$ cat config.mk
export PLATFORM = sky130hd
export DESIGN_NAME = adc_input_spi_reader
export DESIGN_NICKNAME = d
export VERILOG_FILES = /design/src/rtl/adc_input_spi_reader.sv
export SDC_FILE = /design/constraint.sdc
export NUM_CORES = 1
export LEC_CHECK = 0
export BUFFER_PORTS_ARGS = -buffer_cell sky130_fd_sc_hd__buf_4
export CELL_PAD_IN_SITES_DETAIL_PLACEMENT = 1
export CELL_PAD_IN_SITES_GLOBAL_PLACEMENT = 1
export CORE_ASPECT_RATIO = 0.7
export CORE_UTILIZATION = 48
export DETAILED_ROUTE_END_ITERATION = 7
export PLACE_DENSITY = 0.84
export SLEW_MARGIN = 0
export SYNTH_ARGS = -nofsm -noshare
export SYNTH_HDL_FRONTEND = slang
export SYNTH_SLANG_ARGS = --single-unit
$ cat constraint.sdc
create_clock -name dataclk -period 3.8 [get_ports dataclk]
set_input_delay 0.19 -clock dataclk [delete_from_list [all_inputs] [get_ports dataclk]]
set_output_delay 0.19 -clock dataclk [all_outputs]
set_load 0.02 [all_outputs]
$ cat src/rtl/adc_input_spi_reader.sv
// Serial ADC frame reader: CS/SCLK sequencing, lead-bit check and 16-bit capture.
// Optional threshold comparator on the captured sample: `define ADC_INPUT_THRSH_EN.
module adc_input_spi_reader #(
   parameter int SCLK_DIV   = 2,
   parameter int CS_SETUP   = 2,
   parameter int LEAD_BITS  = 4,
   parameter int DATA_BITS  = 16,
   parameter int TRAIL_BITS = 4,
   parameter int QUIET      = 4
) (
   input  logic        dataclk,
   input  logic        reset_n,
   input  logic        start,
   output logic        ADC_CS,
   output logic        ADC_SCLK,
   input  logic        ADC_DOUT,
   output logic [15:0] ADC_data,
   output logic        ADC_valid,
   output logic        ADC_frame_err,
   output logic        busy,
   input  logic [15:0] ADC_thrsh,
   input  logic        ADC_thrsh_pol,
   input  logic [7:0]  ADC_hyst,
   output logic        ADC_thrsh_out
);

   localparam int N = LEAD_BITS + DATA_BITS + TRAIL_BITS;
   localparam logic [15:0] DIV_LAST   = 16'(SCLK_DIV - 1);
   localparam logic [15:0] SETUP_LAST = 16'(CS_SETUP - 1);
   localparam logic [15:0] QUIET_LAST = 16'(QUIET - 1);
   localparam logic [7:0]  BIT_LAST   = 8'(N - 1);
   localparam logic [7:0]  LEAD_END   = 8'(LEAD_BITS);
   localparam logic [7:0]  DATA_END   = 8'(LEAD_BITS + DATA_BITS);

   typedef enum logic [1:0] {
      S_IDLE, S_SETUP, S_SHIFT, S_QUIET
   } state_t;

   state_t      state_q, state_d;
   logic [15:0] cnt_q, cnt_d;
   logic [7:0]  bit_q, bit_d;
   logic        phase_q, phase_d;
   logic        sample, done;
   logic        cs_d, sclk_d;
   logic        cs_q, sclk_q;
   logic [15:0] shreg_q;
   logic        err_q;
   logic [15:0] data_q;
   logic        ferr_q;
   logic        valid_q;

   // CS/SCLK are registered from next-state decode so the pins never glitch
   always_ff @(posedge dataclk or negedge reset_n) begin
      if (!reset_n) begin
         state_q <= S_IDLE;
         cnt_q   <= '0;
         bit_q   <= '0;
         phase_q <= 1'b0;
         cs_q    <= 1'b1;
         sclk_q  <= 1'b1;
      end else begin
         state_q <= state_d;
         cnt_q   <= cnt_d;
         bit_q   <= bit_d;
         phase_q <= phase_d;
         cs_q    <= cs_d;
         sclk_q  <= sclk_d;
      end
   end

   always_comb begin
      state_d = state_q;
      cnt_d   = cnt_q;
      bit_d   = bit_q;
      phase_d = phase_q;
      sample  = 1'b0;
      done    = 1'b0;
      unique case (state_q)
         S_IDLE: begin
            if (start) begin
               state_d = S_SETUP;
               cnt_d   = '0;
            end
         end
         S_SETUP: begin
            if (cnt_q == SETUP_LAST) begin
               state_d = S_SHIFT;
               cnt_d   = '0;
               bit_d   = '0;
               phase_d = 1'b0;
            end else begin
               cnt_d = cnt_q + 16'd1;
            end
         end
         S_SHIFT: begin
            if (cnt_q == DIV_LAST) begin
               cnt_d   = '0;
               phase_d = ~phase_q;
               if (!phase_q) begin
                  sample = 1'b1;
               end else if (bit_q == BIT_LAST) begin
                  done    = 1'b1;
                  state_d = S_QUIET;
               end else begin
                  bit_d = bit_q + 8'd1;
               end
            end else begin
               cnt_d = cnt_q + 16'd1;
            end
         end
         S_QUIET: begin
            if (cnt_q == QUIET_LAST)
               state_d = S_IDLE;
            else
               cnt_d = cnt_q + 16'd1;
         end
         default: state_d = S_IDLE;
      endcase
   end

   always_comb begin
      cs_d   = (state_d == S_IDLE) || (state_d == S_QUIET);
      sclk_d = !((state_d == S_SHIFT) && !phase_d);
      busy   = (state_q != S_IDLE);
   end

   // sample coincides with the edge that raises SCLK
   always_ff @(posedge dataclk or negedge reset_n) begin
      if (!reset_n) begin
         shreg_q <= '0;
         err_q   <= 1'b0;
         data_q  <= '0;
         ferr_q  <= 1'b0;
         valid_q <= 1'b0;
      end else begin
         valid_q <= done;
         if ((state_q == S_IDLE) && start)
            err_q <= 1'b0;
         if (sample) begin
            if (bit_q < LEAD_END)
               err_q <= err_q | ADC_DOUT;
            else if (bit_q < DATA_END)
               shreg_q <= {shreg_q[14:0], ADC_DOUT};
         end
         if (done) begin
            data_q <= shreg_q;
            ferr_q <= err_q;
         end
      end
   end

   assign ADC_CS        = cs_q;
   assign ADC_SCLK      = sclk_q;
   assign ADC_data      = data_q;
   assign ADC_valid     = valid_q;
   assign ADC_frame_err = ferr_q;

`ifdef ADC_INPUT_THRSH_EN
   logic [16:0] lo;
   logic [16:0] hi;
   logic        thr_q;

   // bit 16 flags underflow/overflow, i.e. the clear bound is clamped away
   always_comb begin
      lo = {1'b0, ADC_thrsh} - {9'd0, ADC_hyst};
      hi = {1'b0, ADC_thrsh} + {9'd0, ADC_hyst};
   end

   always_ff @(posedge dataclk or negedge reset_n) begin
      if (!reset_n) begin
         thr_q <= 1'b0;
      end else if (valid_q) begin
         if (ADC_thrsh_pol) begin
            if (data_q >= ADC_thrsh)
               thr_q <= 1'b1;
            else if (!lo[16] && ({1'b0, data_q} < lo))
               thr_q <= 1'b0;
         end else begin
            if (data_q <= ADC_thrsh)
               thr_q <= 1'b1;
            else if (!hi[16] && ({1'b0, data_q} > hi))
               thr_q <= 1'b0;
         end
      end
   end

   assign ADC_thrsh_out = thr_q;
`else
   logic unused_thr;
   assign unused_thr    = ^{ADC_thrsh, ADC_thrsh_pol, ADC_hyst};
   assign ADC_thrsh_out = 1'b0;
`endif

endmodule

======== Word-level counts from Yosys, hierarchy flattened ========
Cells that the tools add are included.
cells by class
  multiply operators ...................... 0
  muxes and demuxes ....................... 29
  eq/ne operators ......................... 14
  divide/modulo/power cells ............... 0
  shifts and indexed selects .............. 0
  bitwise gates (word level) .............. 3
  magnitude comparators ................... 2
  reductions and logical operators ........ 13
  add/sub/neg operators ................... 2
operator list
  operator                                                     count
  two-way mux 16 bit                                           3
  case mux 16 bit (3 select lines)                             1
  two-way mux 8 bit                                            4
  adder 16 x 1 -> 16 bit (second input constant)               1
  == test 16 x 1 -> 1 bit (second input constant)              1
  == test 16 x 2 -> 1 bit (second input constant)              1
  case mux 8 bit (2 select lines)                              1
  two-way mux 1 bit                                            12
  two-way mux 2 bit                                            6
  != test 2 bit (second input constant)                        6
  adder 8 x 1 -> 8 bit (second input constant)                 1
  == test 2 bit (second input constant)                        4
  == test 8 x 5 -> 1 bit (second input constant)               1
  less-than comparator 8 x 3 -> 1 bit (second input constant)  1
  less-than comparator 8 x 5 -> 1 bit (second input constant)  1
  case mux 2 bit (4 select lines)                              1
  AND reduction 5 bit                                          1
  logical NOT 2 bit                                            2
  nonzero test 2 bit                                           2
  AND reduction 3 bit                                          1
  == test 2 x 1 -> 1 bit (second input constant)               1
  logical AND 1 bit                                            2
  logical NOT 1 bit                                            2
  inverter 1 bit                                               2
  other kinds (5)                                              5
word-level totals
  memories ................................ 0
  ROM bits ................................ 0
  input port bits ......................... 29
  RAM bits ................................ 0
  bits in latches ......................... 0
  word-level logic and storage cells ...... 74
  register bits ........................... 64
  output and inout bits ................... 22

======== Longest topological paths before layout ========
  word-level depth ........................ 8
  gate-level depth with buffers ........... 10

======== Least setup slack after synthesis ========
No wires, ideal clock.
  kind .................................... register to register
  start ................................... register cnt_q[1]
  end ..................................... register shreg_q[10]
  slack ................................... 1.571 ns
  arrival ................................. 2.104 ns
  cell stages (with the launch flop) ...... 10
  period minus slack after synthesis ...... 2.229 ns
  library setup time ...................... 0.125 ns
  cells stage by stage .................... dfrtp_1 inv_1 ha_1 nor3b_1 nand4_4 clkinv_2 ha_1 nand4b_1 buf_2 mux2_2
on the way
  word-level cells in the longest chain between the ends .. 4
RTL lines
  what                           line  RTL
  from (decl)                    40    logic [15:0] cnt_q, cnt_d;
  from (signal assigned)         63    cnt_q <= cnt_d;
  == test 16 x 1 -> 1 bit        96    if (cnt_q == DIV_LAST) begin
  two-way mux 1 bit              96
  two-way mux 1 bit              78    unique case (state_q)
  AND reduction 3 bit (no line)  n/a
  to (signal assigned)           143   shreg_q <= {shreg_q[14:0], ADC_DOUT};
  to (decl)                      46    logic [15:0] shreg_q;
No other way between the ends.
A chain may end at the register's enable or synchronous reset.

======== Worst setup path after layout ========
  start ................................... register state_q[0]
  end ..................................... register data_q[1] (netlist: ADC_data[1])
on the way
  word-level cells in the longest chain between the ends .. 2
RTL lines
  what                    line  RTL
  from (decl)             39    state_t state_q, state_d;
  from (signal assigned)  62    state_q <= state_d;
  == test 2 bit           78
  two-way mux 1 bit       78
  to (signal assigned)    146   data_q <= shreg_q;
  to (decl)               48    logic [15:0] data_q;
No other way between the ends.

==> impl_metrics.toml <==
[synth]
synth_warnings = 0
syn_area_per_cell_um2 = 11.6
synth_top_area_share_pct = 47.8
ys_seq_elements = 64
netlist_area_um2 = 3250
yosysTopAreaCell = "dfrtp_1"
async_reset_ff_share_pct = 100
synth_edf_count = 0
synth_ff_type = "dfrtp_1"
synth_nets = 320
seq_area_frac_synth_pct = 49.4
yosys-top-cells-area = "dfrtp_1 (48%), mux2_2 (8.7%), ha_1 (4.2%)"
synthCells = 280
ys_types = 53

[grt]
grt_pass1_wl_um = 13500
met1_usage_pct = 32.7
antenna_found_initial = 0
gr-usage-met2_pct = 41.0
grt.busiest_layer = "met2"
grt.total_usage_pct = 25.3
grt_pass1_vias = 2642
met3_usage_pct = 6.32
grt_max_degree = 65
gr-total-overflow = 0

[sta]
relSlewSlack_pct = 38.1
worstMarginPinSlew_ns = 0.926
max_clock_freq_ghz = 0.380
drv_slew = 0
post-route-period-util_pct = 69.3
report.final.setup_viol = 0
final-hold-violation-count = 0
rsz0062_at_grt = "false"
min_period_ns = 2.63
tns_ns = 0
fin_skew_ns = 0.00916

[status]
outcome = "finished clean"

[floorplanning]
initial_core_util_pct = 51.0
rows = 24
dieArea_um2 = 7100
io_pins = 51
die_x_um = 100
coreArea_um2 = 6370
die_h_um = 70.8

[cells_and_area]
multiInputGateArea_um2 = 1550
final_net_count = 349
drive_above_1_share_pct = 24.8
n_antenna_cell = 0
nFillCells = 691
syn2layout_area_growth_pct = 15.9
regArea_um2 = 1600

[routing]
antenna_left = 0
wl_per_cell_um = 19.9
drc_errors = 0
drt-pass1-iter-count = 4
num_vias = 2442
wl_um = 8070
via_per_inst = 6.03
drt_iter0_drc = 167

[clock_network]
clk_pin_slew_ns = 0.08
cts_tree = "yes"
numCtsBuffers = 9
cts_htree_levels = 3
cts_sinks = 64
cts_buffer_depth = 2
clk_latency_ns = 0.36
root_buffer = "clkbuf_8"

[critical_path]
critPathArrivalTime_ns = 2.88
critPathKind = "reg2reg"
critPathRequiredTime_ns = 4.04
end_kind = "flip-flop"
reg2reg_depth = 7
cp-start-kind = "flip-flop"
critPathMaxFanout = 17

[power]
finalPower_mw = 1.45
ir_drop_v = 0.000188
p_leak_nw = 1.77
p_per_area_nw_per_um2 = 385

[hold_path]
holdPathStages = 3
min_path_type = "in2reg"

[job]
cap_violations = 0

[placement]
place_congestion = 0.797
io_buffers = 24
dpl.hpwl_um = 5530
-- critical path, stage by stage (launching register included) --
cell and delay [ns]:
dfrtp_1 0.43, inv_1 0.13, ha_1 0.37, or4b_1 0.53, nor2_1 0.24, and3_1 0.19
buf_4 0.24, mux2_2 0.39
-- flip-flops by register name, indices dropped and copies added (netlist names) --
name           count
state_q            2
ADC_data          16
cnt_q             16
ADC_valid          1
err_q              1
bit_q              8
shreg_q           16
ADC_frame_err      1
phase_q            1
ADC_CS             1
ADC_SCLK           1
-- logic make-up (layout without fill, tap and decap cells) --
family | Yosys count | after routing | synth area share, %
other cells | 1 | 1 | 0.115
fa+ha+maj | 11 | 11 | 4.24
compound gates | 55 | 55 | 11.1
xor+xnor | 5 | 5 | 1.35
mux | 35 | 35 | 12.1
buf+inv | 20 | 54 | 3.01
flops | 64 | 64 | 49.4
simple gates | 89 | 89 | 18.6
-- timing repair --
item                                   in CTS  in global routing
endpoints found under the hold margin      62                  0
buffers inserted                            0                  0
hold buffers                                1                  0
resized for setup                           0                  0
-- cell usage in the layout, fill, tap and decap left out, types with 2 or more instances in the layout --
| cell | Yosys | final |
|---|---|---|
| dfrtp_1 | 62 | 62 |
| buf_4 | 2 | 26 |
| mux2_2 | 25 | 25 |
| o21ai_0 | 13 | 13 |
| a21oi_1 | 13 | 13 |
| ha_1 | 11 | 11 |
| inv_1 | 10 | 10 |
| nor2_1 | 10 | 10 |
| nand4_1 | 10 | 10 |
| mux2_1 | 10 | 10 |
| clkbuf_8 | 0 | 10 |
| nor3_1 | 8 | 8 |
| and3_1 | 8 | 8 |
| nand2_1 | 7 | 7 |
| nand3_1 | 7 | 7 |
| o31ai_1 | 6 | 6 |
| or4_1 | 6 | 6 |
| and4_1 | 5 | 5 |
| xnor2_1 | 5 | 5 |
| o211ai_1 | 4 | 4 |
| nor4_4 | 3 | 3 |
| nand4b_1 | 3 | 3 |
| a22oi_1 | 3 | 3 |
| nor4b_1 | 3 | 3 |
| a211o_1 | 3 | 3 |
| nand2b_1 | 3 | 3 |
| or3_1 | 3 | 3 |
| bufinv_16 | 0 | 3 |
| dfstp_2 | 2 | 2 |
| or2_2 | 2 | 2 |
| nor4bb_1 | 2 | 2 |
| nor2b_1 | 2 | 2 |
| and2_1 | 2 | 2 |
| a31o_2 | 2 | 2 |
-- cells in the mapped netlist (all sizes together) (6+ instances only) --
| library cell | number |
|---|---|
| inv | 10 |
| a21oi | 13 |
| dfrtp | 62 |
| nand4 | 11 |
| o21ai | 14 |
| mux2 | 35 |
| or4 | 6 |
| nor3 | 8 |
| nand2 | 7 |
| nor2 | 10 |
| o31ai | 6 |
| ha | 11 |
| and3 | 8 |
| nand3 | 7 |
-- path summary, 6_finish.rpt --
check	slack [ns]	start	end
hold reg to reg	0.50	ADC_data[8]	ADC_data[8]
setup / recovery	1.17	state_q[0]	ADC_data[1]
min in group asynchronous	0.47	reset_n	ADC_data[8]
max in group asynchronous	2.79	reset_n	state_q[1]
hold / removal	0.08	ADC_DOUT	err_q
setup reg to reg	1.17	state_q[0]	ADC_data[1]
-- power by group --
part / switching, mW / internal (mW)
clock network: 0.292 / 0.457
registers: 0.000635 / 0.681
logic: 0.0154 / 0.00317
-- layer usage --
| layer | vias up | share of wire (%) |
|---|---|---|
| li1 | 1128 | - |
| met1 | 1244 | 45 |
| met2 | 52 | 48 |
| met3 | 18 | 4.1 |
| met4 | 0 | 2.2 |
| met5 | - | 0 |
-- per-stage QoR --
stage | cells | utilization, % | setup slack [ns] | instance area (um2) | hold slack, ns
final | 405 | 59.1 | 1.17 | 3760 | 0.0766
after global routing | 405 | 59.1 | 0.969 | 3760 | 0.0786
after CTS | 405 | 59.1 | 1.16 | 3760 | 0.0738
after detailed placement | 388 | 55.0 | 1.18 | 3500 | 0.341
after global placement | 388 | 55.0 | 1.23 | 3500 | 0.331
after floorplan | 280 | - | 1.57 | 3250 | -0.106
-- area by class of cell --
type                       instances  share of cell area (%)
sequential                        64                    42.6
multi-input combinational        196                    41.1
timing repair buffer              27                    5.45
clock buffer                      10                    3.66
clock inverter                     6                    3.06
tap                               91                    3.03
inverter                          11                    1.13
No activity file was read; power rests on OpenSTA's default activity.
